**config.mk**
```make
export PLATFORM = sky130hd
export DESIGN_NAME = router_pkt_tx
export DESIGN_NICKNAME = d
export VERILOG_FILES = /design/src/rtl/router_pkt_tx_pkg.sv /design/src/rtl/router_tx_parity.sv /design/src/rtl/router_pkt_tx.sv
export SDC_FILE = /design/constraint.sdc
export NUM_CORES = 1
export LEC_CHECK = 0
export BUFFER_PORTS_ARGS = -buffer_cell sky130_fd_sc_hd__buf_2
export CORE_AREA = 2 2 71 73
export CTS_BUF_LIST = sky130_fd_sc_hd__clkbuf_16
export CTS_CLUSTER_SIZE = 12
export DETAILED_ROUTE_END_ITERATION = 8
export DIE_AREA = 0 0 73 75
export GPL_TIMING_DRIVEN = 0
export SETUP_SLACK_MARGIN = 0.3
export SLEW_MARGIN = 40
export SYNTH_ARGS = -nofsm -noshare
export SYNTH_HDL_FRONTEND = slang
export SYNTH_SLANG_ARGS = --single-unit
```
**constraint.sdc**
```tcl
create_clock -name clk -period 1.55 [get_ports clk]
set_input_delay 0.2325 -clock clk [delete_from_list [all_inputs] [get_ports clk]]
set_output_delay 0.2325 -clock clk [all_outputs]
set_load 0.01 [all_outputs]
```
**src/rtl/router_pkt_tx_pkg.sv**
```systemverilog
// Shared constants for the router source-side transmitter: default widths,
// the highest legal destination address and the transmitter state encodings.
package router_pkt_tx_pkg;

    // Default port widths and timing
    localparam int         DEF_DATA_W   = 8;
    localparam int         DEF_LEN_W    = 6;
    localparam logic [1:0] DEF_MAX_ADDR = 2'd2;
    localparam int         DEF_IDLE_GAP = 1;

    // Transmitter FSM encodings, kept as plain constants so the router FSM
    // and the sync block can share the same values
    localparam logic [2:0] ST_IDLE = 3'd0;
    localparam logic [2:0] ST_HDR  = 3'd1;
    localparam logic [2:0] ST_PLD  = 3'd2;
    localparam logic [2:0] ST_PAR  = 3'd3;
    localparam logic [2:0] ST_GAP  = 3'd4;

endpackage

```
**src/rtl/router_tx_parity.sv**
```systemverilog
// Running XOR accumulator for the packet parity byte. A load seeds it with
// the header, each fold XORs in one transmitted payload byte, and a clear
// returns it to zero once the parity byte has gone out.
module router_tx_parity #(
    parameter int DATA_W = 8
) (
    input  logic              clk,
    input  logic              rst,
    input  logic              load,
    input  logic              fold,
    input  logic              clear,
    input  logic [DATA_W-1:0] load_value,
    input  logic [DATA_W-1:0] fold_value,
    output logic [DATA_W-1:0] parity
);

    // Accumulator register: clear wins over load, load wins over fold
    always_ff @(posedge clk) begin
        if (rst || clear) begin
            parity <= '0;
        end else if (load) begin
            parity <= load_value;
        end else if (fold) begin
            parity <= parity ^ fold_value;
        end
    end

endmodule

```
**src/rtl/router_pkt_tx.sv**
```systemverilog
// Source-side packet transmitter for the 1x3 router. Frames each accepted
// request as header, payload bytes and a parity byte, honours the router's
// busy back-pressure and pulls payload from a local valid/ready source.
module router_pkt_tx
    import router_pkt_tx_pkg::*;
#(
    parameter int         DATA_W   = DEF_DATA_W,
    parameter int         LEN_W    = DEF_LEN_W,
    parameter logic [1:0] MAX_ADDR = DEF_MAX_ADDR,
    parameter int         IDLE_GAP = DEF_IDLE_GAP
) (
    input  logic              clk,
    input  logic              rst,
    input  logic              start,
    input  logic [1:0]        dest_addr,
    input  logic [LEN_W-1:0]  payload_len,
    input  logic [DATA_W-1:0] pl_data,
    input  logic              pl_valid,
    output logic              pl_ready,
    input  logic              busy,
    output logic              pkt_valid,
    output logic [DATA_W-1:0] data_out,
    output logic              tx_active,
    output logic              done,
    output logic              err
);

    localparam int GAP_W = (IDLE_GAP > 1) ? $clog2(IDLE_GAP) : 1;

    logic [2:0]        state;
    logic [LEN_W-1:0]  rem;
    logic [GAP_W-1:0]  gap_cnt;
    logic [DATA_W-1:0] parity;
    logic [DATA_W-1:0] header;
    logic [DATA_W-1:0] pl_byte;
    logic              in_payload_phase;
    logic              accept;
    logic              start_legal;
    logic              start_ok;
    logic              underrun;
    logic              par_clear;

    assign header           = DATA_W'({payload_len, dest_addr});
    assign in_payload_phase = (state == ST_HDR) || (state == ST_PLD);
    assign accept           = !busy && (in_payload_phase || (state == ST_PAR));
    assign pl_ready         = !rst && !busy && in_payload_phase && (rem != '0);
    assign underrun         = pl_ready && !pl_valid;
    assign pl_byte          = pl_valid ? pl_data : '0;
    assign start_legal      = (payload_len != '0) && (dest_addr <= MAX_ADDR);
    assign start_ok         = (state == ST_IDLE) && start && start_legal;
    assign par_clear        = accept && (state == ST_PAR);

    router_tx_parity #(
        .DATA_W (DATA_W)
    ) u_parity (
        .clk        (clk),
        .rst        (rst),
        .load       (start_ok),
        .fold       (pl_ready),
        .clear      (par_clear),
        .load_value (header),
        .fold_value (pl_byte),
        .parity     (parity)
    );

    // Framing FSM with remaining-byte and gap counters and registered outputs
    always_ff @(posedge clk) begin
        if (rst) begin
            state     <= ST_IDLE;
            rem       <= '0;
            gap_cnt   <= '0;
            data_out  <= '0;
            pkt_valid <= 1'b0;
            tx_active <= 1'b0;
            done      <= 1'b0;
            err       <= 1'b0;
        end else begin
            done <= 1'b0;
            err  <= 1'b0;
            case (state)
                ST_IDLE: begin
                    if (start) begin
                        if (start_legal) begin
                            data_out  <= header;
                            pkt_valid <= 1'b1;
                            rem       <= payload_len;
                            tx_active <= 1'b1;
                            state     <= ST_HDR;
                        end else begin
                            err <= 1'b1;
                        end
                    end
                end
                ST_HDR, ST_PLD: begin
                    if (underrun) begin
                        err <= 1'b1;
                    end
                    if (accept) begin
                        if (rem != '0) begin
                            data_out <= pl_byte;
                            rem      <= rem - 1'b1;
                            state    <= ST_PLD;
                        end else begin
                            data_out  <= parity;
                            pkt_valid <= 1'b0;
                            state     <= ST_PAR;
                        end
                    end
                end
                ST_PAR: begin
                    if (accept) begin
                        done     <= 1'b1;
                        data_out <= '0;
                        gap_cnt  <= '0;
                        state    <= ST_GAP;
                    end
                end
                ST_GAP: begin
                    if (gap_cnt == GAP_W'(IDLE_GAP - 1)) begin
                        tx_active <= 1'b0;
                        state     <= ST_IDLE;
                    end else begin
                        gap_cnt <= gap_cnt + 1'b1;
                    end
                end
                default: begin
                    pkt_valid <= 1'b0;
                    tx_active <= 1'b0;
                    state     <= ST_IDLE;
                end
            endcase
        end
    end

endmodule
```
# After elaboration in Yosys (flattened, before gate mapping)
# Cells that the tools add are included.
# W data, S select, Z words.
# word_totals
regBits	30
latchBits	0
mem_bits_rw	0
rom_bits	0
inputBits	21
out_inout_bits	13
word_cells	95
mem_count	0
# classes
add_sub_neg	2
multipliers	0
n_div	0
n_lt_le_gt_ge	1
eq_ne	11
shifts	0
muxes	36
bitwise	4
n_reduce_logical	32
# op_table
cell	count
$mux W8	8
$mux W6	4
$pmux W8 S3	1
$reduce_and A5 Y1	4
$mux W3	5
$ne A2 B2 Y1 const B	7
$mux W1	12
$pmux W3 S4	1
$pmux W6 S2	1
$reduce_bool A6 Y1	2
$logic_and A1 B1 Y1	9
$xor A8 B8 Y8	1
$eq A3 B2 Y1 const B	2
$pmux W1 S3	2
$reduce_bool A2 Y1	3
$reduce_or A2 Y1	3
$sub A6 B1 Y6 const B	1
$pmux W1 S2	2
$reduce_and A4 Y1	1
$eq A3 B1 Y1 const B	1
$eq A3 B3 Y1 const B	1
$logic_not A1 Y1	3
$logic_not A3 Y1	1
$logic_or A1 B1 Y1	3
6 further kinds	8

# Depth between registers and ports, before layout
# Gate-level depths: netlist of run 1.
# logic_depth
depth_word	7
depth_mapped	8
depth_no_buf	7

# Modules after synthesis
# A second synthesis of run 1 with hierarchy kept.
# unflattened
hier_cells	196
hier_area_um2	1731.7
# modules_own_cells
module	n_inst	cells_each	area_per_inst_um2	seq_area_each_um2
router_pkt_tx	1	151	1286.2	420.4
router_tx_parity	1	45	445.4	160.2

# Worst setup path before layout of run 1
# No wires, ideal clock.
# synth_path
kind	flip-flop to flip-flop
start	register rem[0]
end	register state[0]
setup_time_ns	0.070
arrival_time_ns	1.597
required_time_ns	1.480
setup_slack_ns	-0.118
stages_incl_launch_ff	9
n_path_buf	2
synth_period_minus_slack_ns	1.668
cell_sequence	dfxtp_1 inv_1 ha_1 nor2b_1 buf_2 clkbuf_1 nand2_1 a221o_1 a21oi_1
# synth_via
elab_chain_len	4
# synth_rtl
item	line_no	source
from (decl)	router_pkt_tx.sv:31	logic [LEN_W-1:0] rem;
from (signal assigned)	router_pkt_tx.sv:86	rem <= payload_len;
from (signal assigned)	router_pkt_tx.sv:101	rem <= rem - 1'b1;
$reduce_bool A6 Y1	router_pkt_tx.sv:99	if (rem != '0) begin
$mux W1	router_pkt_tx.sv:99	
$mux W3	router_pkt_tx.sv:98	if (accept) begin
$pmux W3 S4	router_pkt_tx.sv:80	case (state)
to (signal assigned)	router_pkt_tx.sv:88	state <= ST_HDR;
to (signal assigned)	router_pkt_tx.sv:102	state <= ST_PLD;
to (signal assigned)	router_pkt_tx.sv:106	state <= ST_PAR;
to (decl)	router_pkt_tx.sv:30	logic [2:0] state;
# Every way passes these cells. The select of a mux whose other input is x is not followed.
# A chain may end at the register's enable or synchronous reset.

# Worst setup path in the final report of run 1
# layout_path
start	register rem[4]
end	output port pl_ready
# layout_via
elab_chain_len	2
# layout_rtl
item	line_no	source
$reduce_bool A6 Y1	router_pkt_tx.sv:46	assign pl_ready = !rst && !busy && in_payload_phase && (rem != '0);
$logic_and A1 B1 Y1	router_pkt_tx.sv:46	
to (decl)	router_pkt_tx.sv:19	output logic pl_ready,
# Every way passes these cells.

==> out/qor_table.md, run 1 <==
| Item | This run |
|:---|:---|
| Status | complete, but fails checks |
| Violations in the final reports | setup timing |
| Synthesis-to-finish area growth | 61.51% |
| Setup repair after global routing missed its margin | true |
| Syn_nets | 247 |
| Overall track demand over capacity in global routing | 0.2517 |
| Avg Inst Size Synth | 8.055 um^2 |
| Cell area after placement | 2135 um^2 |
| Non-filler instance count after layout | 350 |
| Final critical-path setup slack | -0.2269 ns |
| Die outline width | 73 um |
| Antenna violations before repair | 0 |
| Starting density of the core | 0.3871 |
| Global-route wire length before repair | 10230 um |
| CTS H-tree depth | 2 |
| Post-route fraction of the period consumed by the critical path | 1.146 |
| Maximum buffer depth of the clock tree | 2 |
| Launch point of the worst hold path | dest_addr[0] |
| Largest family of logic cells by synthesized area | compound AO/OA/AOI/OAI gates |
| Endpoints failing setup | 24 |
| Post-route DRC violation count | 0 |
| Total iterations of the first detailed-routing run | 5 |
| Number of warnings printed during yosys synthesis | 0 |
| Clock insertion delay at the later pin of the skew report | 0.28 ns |
| Layout Cell Area excl Fill | 2914 um^2 |
| Highest-count cells in the layout ignoring fill and taps | sky130_fd_sc_hd__buf_2, sky130_fd_sc_hd__nand2_1, sky130_fd_sc_hd__buf_4, sky130_fd_sc_hd__dfxtp_1, sky130_fd_sc_hd__buf_6 |
| Leading cell type in the layout, fill and taps excluded | sky130_fd_sc_hd__buf_2 |
| Initial DRC Count | 201 |
| Data arrival at the endpoint of the critical path | 1.54 ns |
| Grt total ovfl | 0 |
| Synth unique cells | 58 |
| FMAX | 562.8 MHz |
| Slew Limit Headroom | 0.6306 |
| Via count of the first global-routing pass | 2034 |
| CTS tree | built |
| Number of synthesized register bits | 29 |
| Post-synthesis simple-gate area fraction | 0.2739 |
| Number of hold buffers added after cts | 0 |
| Mapped cell area | 1804 um^2 |
| Reg2Reg Launch Point | rem[4] |
| Cts bufs inserted | 5 |
| Startpoint of the most critical setup path | rem[4] |
| Share of final-layout standard cells stronger than drive strength 1 | 0.5236 |
| Adder and majority cell fraction of the synthesized area | 0.01387 |
| Core ar. | 4661 um^2 |
| Actual transition at the worst max-transition pin | 0.5515 ns |
| Post-synthesis async set-or-reset flop share | 0 |
| Largest net degree at the start of global routing | 11 |
| Cell total after placement | 310 |
| Min-Delay Path Class | in2reg |
| Data required time of the worst path | 1.32 ns |
| Fraction of synthesized area in multiplexers | 0.005548 |
| Total detailed-routing wirelength | 6670 um |
| Post-DR vias/cell | 6.123 |
| Final worst path period need | 1.777 ns |
| Sequential-to-total area share from yosys stat | 0.3218 |
| Number of top-level design ports | 34 |
| Final TNS setup | -2.239 ns |
| # nets final | 318 |
| Synthesized instance count | 224 |
| Area enclosed by the die boundary | 5475 um^2 |
| Maximum capacitance violations | 0 |
| Sort of element at the end of the critical path | output port |
| I/O Buffers | 32 |
| Highest net fanout along the worst path | 3 |
| Count of pins over their slew limit | 0 |
| Synthesized-area fraction occupied by ao, oa, aoi and oai cells | 0.3031 |
| CTS clock-pin slew for the worst setup and hold paths | 0.05 ns |
| IR Drop Worst-Case VDD | 0.7489 mV |
| Type of the worst setup path | reg2out |
| Count of antenna diodes in the layout | 0 |
| Weighted congestion at the end of routability-driven global placement | 0.8928 |
| Number of routed nets with antenna violations | 0 |
| Clock Skews | 0.004388 ns |
| Post-synthesis share of cell area spent on xor and xnor gates | 0.02358 |
| Floorplan row count | 25 |
| Total half-perimeter wirelength after legalization and detailed placement | 3997 um |
| Count of endpoints failing hold in the final timing report | 0 |
| Leakage component of the power | 0.001152 uW |
| Worst Setup Start Kind | flip-flop |
| Number of synthesized flops with an enable pin | 0 |
| Vertical die dimension | 75 um |
| Clk root buf | sky130_fd_sc_hd__clkbuf_16 |
| Areal power density over the cells | 1801 nW/um^2 |
| Vias after detailed routing | 2143 |
| Primary FF master, synth | sky130_fd_sc_hd__dfxtp_1 |
| Average wire per cell in the routed design | 19.06 um |
| TritonCTS sink count | 29 |
==> registers in the layout (all words and copies together), names as in the netlist <==
register / cells
data_out: 8
u_parity.parity: 8
rem: 6
state: 3
done: 1
err: 1
pkt_valid: 1
tx_active: 1
==> stage by stage <==
step                total power (uW)  utilization  hold WS [ns]  worst slack, ns
floorplan                       2575            -        0.3733         -0.02008
global placement                3067       0.4580        0.4716          -0.3624
detailed placement              3075       0.4580        0.4811          -0.3654
CTS                             4704       0.5737        0.2345          -0.2310
global route                    5517       0.6252        0.2542          -0.2385
finish                          5248       0.6252        0.2524          -0.2269
==> path summary, 6_finish.rpt <==
kind | endpoint | slack (ns) | cells after the start
min reg2reg | rem[1] | 0.48 | 2
min | u_parity.parity[0] | 0.25 | 3
max reg2reg | err | -0.17 | 7
max | pl_ready | -0.23 | 5
==> Yosys cell counts (3+ instances only) <==
| cell type | count | area, um^2 |
|---|---|---|
| sky130_fd_sc_hd__a21oi_1 | 15 | 75.07 |
| sky130_fd_sc_hd__a2bb2oi_1 | 3 | 26.28 |
| sky130_fd_sc_hd__a311oi_1 | 8 | 70.07 |
| sky130_fd_sc_hd__a31oi_1 | 8 | 50.05 |
| sky130_fd_sc_hd__and3_1 | 8 | 50.05 |
| sky130_fd_sc_hd__buf_2 | 3 | 15.01 |
| sky130_fd_sc_hd__buf_4 | 3 | 22.52 |
| sky130_fd_sc_hd__clkbuf_1 | 5 | 18.77 |
| sky130_fd_sc_hd__dfxtp_1 | 29 | 580.6 |
| sky130_fd_sc_hd__inv_1 | 4 | 15.01 |
| sky130_fd_sc_hd__nand2_1 | 27 | 101.4 |
| sky130_fd_sc_hd__nand3_1 | 4 | 20.02 |
| sky130_fd_sc_hd__nor2_1 | 8 | 30.03 |
| sky130_fd_sc_hd__nor3_1 | 12 | 60.06 |
| sky130_fd_sc_hd__o21ai_0 | 15 | 75.07 |
| sky130_fd_sc_hd__o21ai_1 | 6 | 30.03 |
| sky130_fd_sc_hd__o32ai_1 | 4 | 35.03 |
| sky130_fd_sc_hd__or3_1 | 8 | 50.05 |
| sky130_fd_sc_hd__xnor2_1 | 3 | 26.28 |
==> cell families (layout without fill, tap and decap cells) <==
group | Yosys count | after routing
xor gates and xnor gates | 4 | 4
muxes | 1 | 1
and+or+nand+nor | 89 | 89
adders and majority gates | 2 | 2
DFF | 29 | 29
buffers and inverters | 20 | 92
AOI/OAI and AO/OA | 79 | 79
==> layout make-up <==
cell class	instances	area [um^2]
clock buffers	5	125.1
plain buffers	14	122.6
inverters	6	27.53
multi-input cells	175	1473
clock inverters	3	12.51
flip-flops and latches	29	593.1
well taps	54	67.56
repair buffers	64	493.0
fillers	392	1747
==> timing repair <==
| item | 4_1_cts | 5_1_grt |
|---|---|---|
| pin swaps | 16 | 33 |
| buffers inserted | 22 | 7 |
| endpoints found under the setup margin | 29 | 29 |
| gates resized for setup | 49 | 43 |
| cloned | 3 | 0 |
==> critical path, cell delays in order, from the launching register on <==
cell	delay, ns
sky130_fd_sc_hd__dfxtp_4	0.34
sky130_fd_sc_hd__or3_4	0.40
sky130_fd_sc_hd__o211ai_4	0.23
sky130_fd_sc_hd__buf_6	0.15
sky130_fd_sc_hd__inv_4	0.03
sky130_fd_sc_hd__buf_6	0.11
==> where the power goes <==
| part | switching, uW | internal (uW) | leakage [uW] |
|---|---|---|---|
| Sequential | 176 | 950 | 0.000242 |
| Combinational | 1660 | 1530 | 0.000841 |
| Clock | 346 | 579 | 0.0000687 |
==> per-layer routing <==
| layer | up-vias | global-route usage | wire (um) |
|---|---|---|---|
| met5 | - | 0 | 0 |
| met4 | 0 | 0.09877 | 187 |
| met3 | 17 | 0.07095 | 548 |
| met2 | 122 | 0.4094 | 3152 |
| met1 | 1005 | 0.3164 | 2781 |
| li1 | 999 | - | - |
Note: power is estimated with default switching activity, not from simulation.
==> inputs of run 2 (changes only) <==
CORE_AREA = 2 2 64 66   (was 2 2 71 73)
DIE_AREA = 0 0 66 68   (was 0 0 73 75)
PLACE_DENSITY = 0.73   (was default)
==> run 2 against run 1 <==
Sequential power about the same. Maximum frequency decreased by 0.40%. First-iteration DRC count increased by 47%. Hold slack improved by 0.0061 ns. The flow still finishes with violations (setup timing). Clock power about the same. Cell area increased by 4.1%. Core utilization increased by 16 points. Non-clock buffer count increased by 4. Largest power group unchanged. Critical path type unchanged. Final cell count unchanged.
==> out/qor_table.md, run 2 (synthesized netlist as in run 1, its figures left out) <==
| Item | This run |
|:---|:---|
| Status | complete, but fails checks |
| Violations in the final reports | setup timing |
| Final worst path period need | 1.784 ns |
| I/O Buffers | 32 |
| Sort of element at the end of the critical path | output port |
| Floorplan row count | 23 |
| Maximum capacitance violations | 0 |
| Number of buffers and inverters on the critical path | 3 |
| Count of endpoints failing hold in the final timing report | 0 |
| Fin Hold WS | 0.2585 ns |
| CTS H-tree depth | 2 |
| IR Drop Worst-Case VDD | 0.8324 mV |
| Vias after detailed routing | 2372 |
| Vertical die dimension | 68 um |
| Weighted congestion at the end of routability-driven global placement | 0.8505 |
| Longest individual stage delay on the worst path | 0.42 ns |
| Total half-perimeter wirelength after legalization and detailed placement | 3804 um |
| CTS clock-pin slew for the worst setup and hold paths | 0.05 ns |
| Largest net degree at the start of global routing | 11 |
| Leading cell type in the layout, fill and taps excluded | sky130_fd_sc_hd__buf_2 |
| Final TNS setup | -3.142 ns |
| Worst Setup Start Kind | flip-flop |
| Area enclosed by the die boundary | 4488 um^2 |
| Post-DR vias/cell | 6.777 |
| Top cell family by delay on the critical path | simple AND/OR/NAND/NOR gates |
| Type of the worst setup path | reg2out |
| Setup repair after global routing missed its margin | true |
| Regs by FF count | data_out (8), u_parity.parity (8), rem (6) |
| Clock Skews | 0.003852 ns |
| Share of final-layout standard cells stronger than drive strength 1 | 0.5433 |
| Endpoints failing setup | 26 |
| Launch point of the worst hold path | payload_len[2] |
| Highest net fanout along the worst path | 3 |
| Area of the multi-input gates | 1531 um^2 |
| Count of pins over their slew limit | 0 |
| Post-Place Worst Slack | -0.3803 ns |
| # nets final | 322 |
| Actual transition at the worst max-transition pin | 0.5604 ns |
| Starting density of the core | 0.4679 |
| Maximum buffer depth of the clock tree | 2 |
| Die outline width | 66 um |
| Post-route fraction of the period consumed by the critical path | 1.151 |
| Clk root buf | sky130_fd_sc_hd__clkbuf_16 |
| Filler Cell Count | 221 |
| Synthesis-to-finish area growth | 68.17% |
| Leakage component of the power | 0.001212 uW |
| Count of antenna diodes in the layout | 0 |
| Highest-count cells in the layout ignoring fill and taps | sky130_fd_sc_hd__buf_2, sky130_fd_sc_hd__nand2_1, sky130_fd_sc_hd__buf_4, sky130_fd_sc_hd__dfxtp_1, sky130_fd_sc_hd__buf_6 |
| FMAX | 560.5 MHz |
| Areal power density over the cells | 1873 nW/um^2 |
| Layout Cell Area excl Fill | 3034 um^2 |
| Data required time of the worst path | 1.32 ns |
| Reg2Reg Launch Point | rem[5] |
| CTS tree | built |
| Average wire per cell in the routed design | 22.83 um |
| Data arrival at the endpoint of the critical path | 1.55 ns |
| Overall track demand over capacity in global routing | 0.3184 |
| Global-route wire length before repair | 10450 um |
| Total iterations of the first detailed-routing run | 5 |
| Core ar. | 3856 um^2 |
| Critical-path top delay cell | sky130_fd_sc_hd__or3_4 |
| Cell occurring most often along the worst timing path | sky130_fd_sc_hd__buf_6 |
| Number of hold buffers added after cts | 0 |
| Antenna violations before repair | 0 |
| Destination of the worst register-to-register timing path | err |
| Via count of the first global-routing pass | 2039 |
| Min-Delay Path Class | in2reg |
| Number of routed nets with antenna violations | 0 |
| Number of cells on the worst hold path | 3 |
| Total detailed-routing wirelength | 7990 um |
| Clock insertion delay at the later pin of the skew report | 0.28 ns |
| Final critical-path setup slack | -0.2341 ns |
| Initial DRC Count | 295 |
| Post-route DRC violation count | 0 |
| Slew Limit Headroom | 0.6264 |
| Depth of the worst register-to-register path | 7 |
| Cell area after placement | 2130 um^2 |
| R2R Setup Slk | -0.20 ns |
| CP Cell Sequence | or3_4 -> o211ai_4 -> buf_6 -> inv_4 -> buf_6 |
| Number of top-level design ports | 34 |
| Storage element area | 595.6 um^2 |
| Grt total ovfl | 0 |
| TritonCTS sink count | 29 |
| Worst hold endpoint | u_parity.parity[4] |
| Cts bufs inserted | 5 |
==> run 2: worst reg2reg max path: stages, from the launching register on <==
cell and delay, ns:
sky130_fd_sc_hd__dfxtp_2 0.34, sky130_fd_sc_hd__or3_4 0.42, sky130_fd_sc_hd__o211ai_4 0.23, sky130_fd_sc_hd__buf_6 0.15, sky130_fd_sc_hd__buf_4 0.11, sky130_fd_sc_hd__buf_6 0.12
sky130_fd_sc_hd__o22ai_1 0.09, sky130_fd_sc_hd__and4_1 0.18
==> run 2: layer usage <==
layer	routed length, um	vias up	GRT usage
met5	0	-	0
met4	610	0	0.2143
met3	890	64	0.08388
met2	3475	217	0.4899
met1	3014	1084	0.3921
li1	-	1007	-
==> run 2: what timing repair did <==
action | CTS | global route
cloned | 3 | 1
pin swaps | 37 | 21
resized for setup | 75 | 41
setup buffers | 28 | 4
endpoints found under the setup margin | 28 | 30
==> run 2: report_power, final <==
| part | total [uW] | internal, uW | switching, uW | leakage, uW |
|---|---|---|---|---|
| clock | 926 | 576 | 350 | 0.0000776 |
| combinational | 3630 | 1710 | 1920 | 0.000892 |
| sequential | 1120 | 953 | 171 | 0.000243 |
| total | 5680 | 3240 | 2440 | 0.00121 |
==> run 2: worst max path at each step <==
stage | start | to | cells after the start
global route | state[0] | u_parity.parity[0] | 8
detailed placement | rem[3] | state[0] | 5
finish | rem[5] | pl_ready | 5
CTS | rem[4] | pl_ready | 5
global placement | state[2] | data_out[6] | 5
floorplan | payload_len[1] | rem[0] | 4
==> run 2: through the flow <==
stage,util,total power [uW],instances
after CTS,0.7336,4948,345
final,0.7868,5684,350
after detailed placement,0.5522,3060,306
after global routing,0.7868,5881,350
after global placement,0.5522,3026,306
after floorplan,-,2575,224
==> run 2: layout make-up <==
cell class / count / share of cell area
Clock inverter: 3 / 0.003711
Sequential cell: 29 / 0.1963
Tap cell: 50 / 0.02062
Buffer: 14 / 0.04495
Multi-Input combinational cell: 175 / 0.5047
Timing Repair Buffer: 68 / 0.1802
Clock buffer: 5 / 0.04124
Inverter: 6 / 0.008247
==> inputs of run 3 (changes only) <==
BUFFER_PORTS_ARGS = default   (was -buffer_cell sky130_fd_sc_hd__buf_2)
CORE_AREA = 2 2 60 62   (was 2 2 64 66)
DIE_AREA = 0 0 62 64   (was 0 0 66 68)
DONT_BUFFER_PORTS = 1   (was default)
==> run 3 against run 2 <==
The run still ends with setup timing left. Core utilization grew 7.4 points. First-iteration DRC count shrank 13%. Clock-buffer cell count is the same. Largest power group unchanged.
==> out/qor_table.md, run 3 (synthesized netlist as in run 1, its figures left out) <==
| Item | This run |
|:---|:---|
| Switching share of power | 0.4334 |
| Data required time of the worst path | 1.71 ns |
| Violations in the final reports | setup timing |
| Final critical-path setup slack | -0.1895 ns |
| FMAX | 574.9 MHz |
| Count of pins over their slew limit | 0 |
| Non-filler instance count after layout | 311 |
| Data arrival at the endpoint of the critical path | 1.90 ns |
| CTS tree | built |
| Number of routed nets with antenna violations | 0 |
| Clock Skews | 0.004968 ns |
| Slew Limit Headroom | 0.5221 |
| Final TNS setup | -2.252 ns |
| Fraction of power consumed by sequential logic | 0.205 |
| Vertical die dimension | 64 um |
| Cts bufs inserted | 5 |
| CTS clock-pin slew for the worst setup and hold paths | 0.05 ns |
| Grt total ovfl | 0 |
| Highest-count cells in the layout ignoring fill and taps | sky130_fd_sc_hd__nand2_1, sky130_fd_sc_hd__buf_4, sky130_fd_sc_hd__dfxtp_1, sky130_fd_sc_hd__buf_6 |
| Weighted congestion at the end of routability-driven global placement | 0.9164 |
| Design internal power | 3250 uW |
| Post-DR vias/cell | 7.370 |
| Vias after detailed routing | 2292 |
| Sort of element at the end of the critical path | flip-flop |
| # nets final | 286 |
| Starting density of the core | 0.5493 |
| I/O Buffers | 0 |
| Overall track demand over capacity in global routing | 0.3691 |
| Min-Delay Path Class | in2reg |
| Leading cell type in the layout, fill and taps excluded | sky130_fd_sc_hd__nand2_1 |
| Worst Setup Start Kind | flip-flop |
| Actual transition at the worst max-transition pin | 0.7168 ns |
| Areal power density over the cells | 2028 nW/um^2 |
| Share of the core filled with cells | 0.8610 |
| Total detailed-routing wirelength | 7827 um |
| Type of the worst setup path | reg2reg |
| Clock insertion delay at the later pin of the skew report | 0.28 ns |
| Gate power share | 0.635 |
| Final worst path period need | 1.740 ns |
| Post-route fraction of the period consumed by the critical path | 1.122 |
| Proportion of power drawn by the clock network | 0.160 |
| Cell total after placement | 270 |
| CTS H-tree depth | 2 |
| Largest net degree at the start of global routing | 11 |
| Global-route wire length before repair | 10810 um |
| Highest net fanout along the worst path | 6 |
| Average wire per cell in the routed design | 25.17 um |
| Clk root buf | sky130_fd_sc_hd__clkbuf_16 |
| Via count of the first global-routing pass | 2153 |
| Die outline width | 62 um |
| Share of final-layout standard cells stronger than drive strength 1 | 0.5038 |
| Total half-perimeter wirelength after legalization and detailed placement | 3709 um |
| Status | complete, but fails checks |
| Endpoints failing setup | 25 |
| Setup repair after global routing missed its margin | true |
| Synthesis-to-finish area growth | 56.73% |
| Regs by FF count | data_out (8), u_parity.parity (8), rem (6) |
| Antenna violations before repair | 1 |
| Floorplan row count | 21 |
| Initial DRC Count | 257 |
| Psw | 2486 uW |
| Area enclosed by the die boundary | 3968 um^2 |
| Core ar. | 3284 um^2 |
| Number of top-level design ports | 34 |
| Leakage component of the power | 0.001023 uW |
| Count of endpoints failing hold in the final timing report | 0 |
| Post-route DRC violation count | 0 |
| Total iterations of the first detailed-routing run | 5 |
| TritonCTS sink count | 29 |
| Maximum buffer depth of the clock tree | 2 |
| Maximum capacitance violations | 0 |
| IR Drop Worst-Case VDD | 1.406 mV |
[run 3: cell types whose count changed in the layout (fill, tap and decap cells not counted), sizes merged]
cell    delta
buf       -35
clkinv     +3
inv        -3
clkbuf     -1
diode      +1
[run 3: cell type report]
class / instances / area [um^2]
Multi-Input combinational cell: 175 / 1555
Clock buffer: 5 / 125.1
Sequential cell: 29 / 595.6
Buffer: 14 / 141.4
Inverter: 6 / 25.02
Clock inverter: 3 / 12.51
Antenna cell: 1 / 2.502
Timing Repair Buffer: 32 / 312.8
Tap cell: 46 / 57.56
Fill cell: 152 / 456.7
[run 3: final timing paths]
path	start	end	slack, ns	cells after the start
setup / recovery	state[1]	u_parity.parity[2]	-0.19	6
hold / removal	dest_addr[0]	data_out[0]	0.12	2
hold reg to reg	u_parity.parity[6]	u_parity.parity[6]	0.52	2
setup reg to reg	state[1]	u_parity.parity[2]	-0.19	6
[run 3: critical path, cell delays in order, from the launching register on]
cell	delay, ns
sky130_fd_sc_hd__dfxtp_2	0.32
sky130_fd_sc_hd__buf_6	0.14
sky130_fd_sc_hd__nor4b_4	0.36
sky130_fd_sc_hd__o211a_4	0.28
sky130_fd_sc_hd__buf_6	0.14
sky130_fd_sc_hd__nor2_4	0.06
sky130_fd_sc_hd__o311ai_2	0.31
[run 3: what timing repair did]
action                     CTS  global route
hold buffers                 0             0
setup endpoints to repair   28            29
cloned                       3             0
buffers inserted            24             5
pin swaps                   34            19
resized for setup           77            31
[run 3: per-stage QoR]
step	hold WS (ns)	total power [uW]	cell area, um^2	setup WS [ns]
final	0.1203	5735	2828	-0.1895
after global routing	0.1264	5904	2828	-0.2226
after floorplan	0.3733	2575	1907	-0.02008
after CTS	0.1198	4935	2623	-0.1459
after global placement	0.3854	2901	1964	-0.3271
after detailed placement	0.3933	2963	1964	-0.3832
[run 3: per-layer routing]
layer / vias to the layer above / global-route usage / wire length, um
met5: - / 0 / 0
met4: 0 / 0.2021 / 542
met3: 62 / 0.09919 / 881
met2: 218 / 0.5534 / 3481
met1: 1074 / 0.4673 / 2923
li1: 938 / - / -
[run 3: power groups by stage]
stage,combinational (uW),clock [uW],sequential [uW]
after floorplan,1460,0,1110
after global placement,1770,0,1130
after detailed placement,1810,0,1150
after CTS,2870,908,1150
after global routing,3770,945,1190
final,3640,918,1180
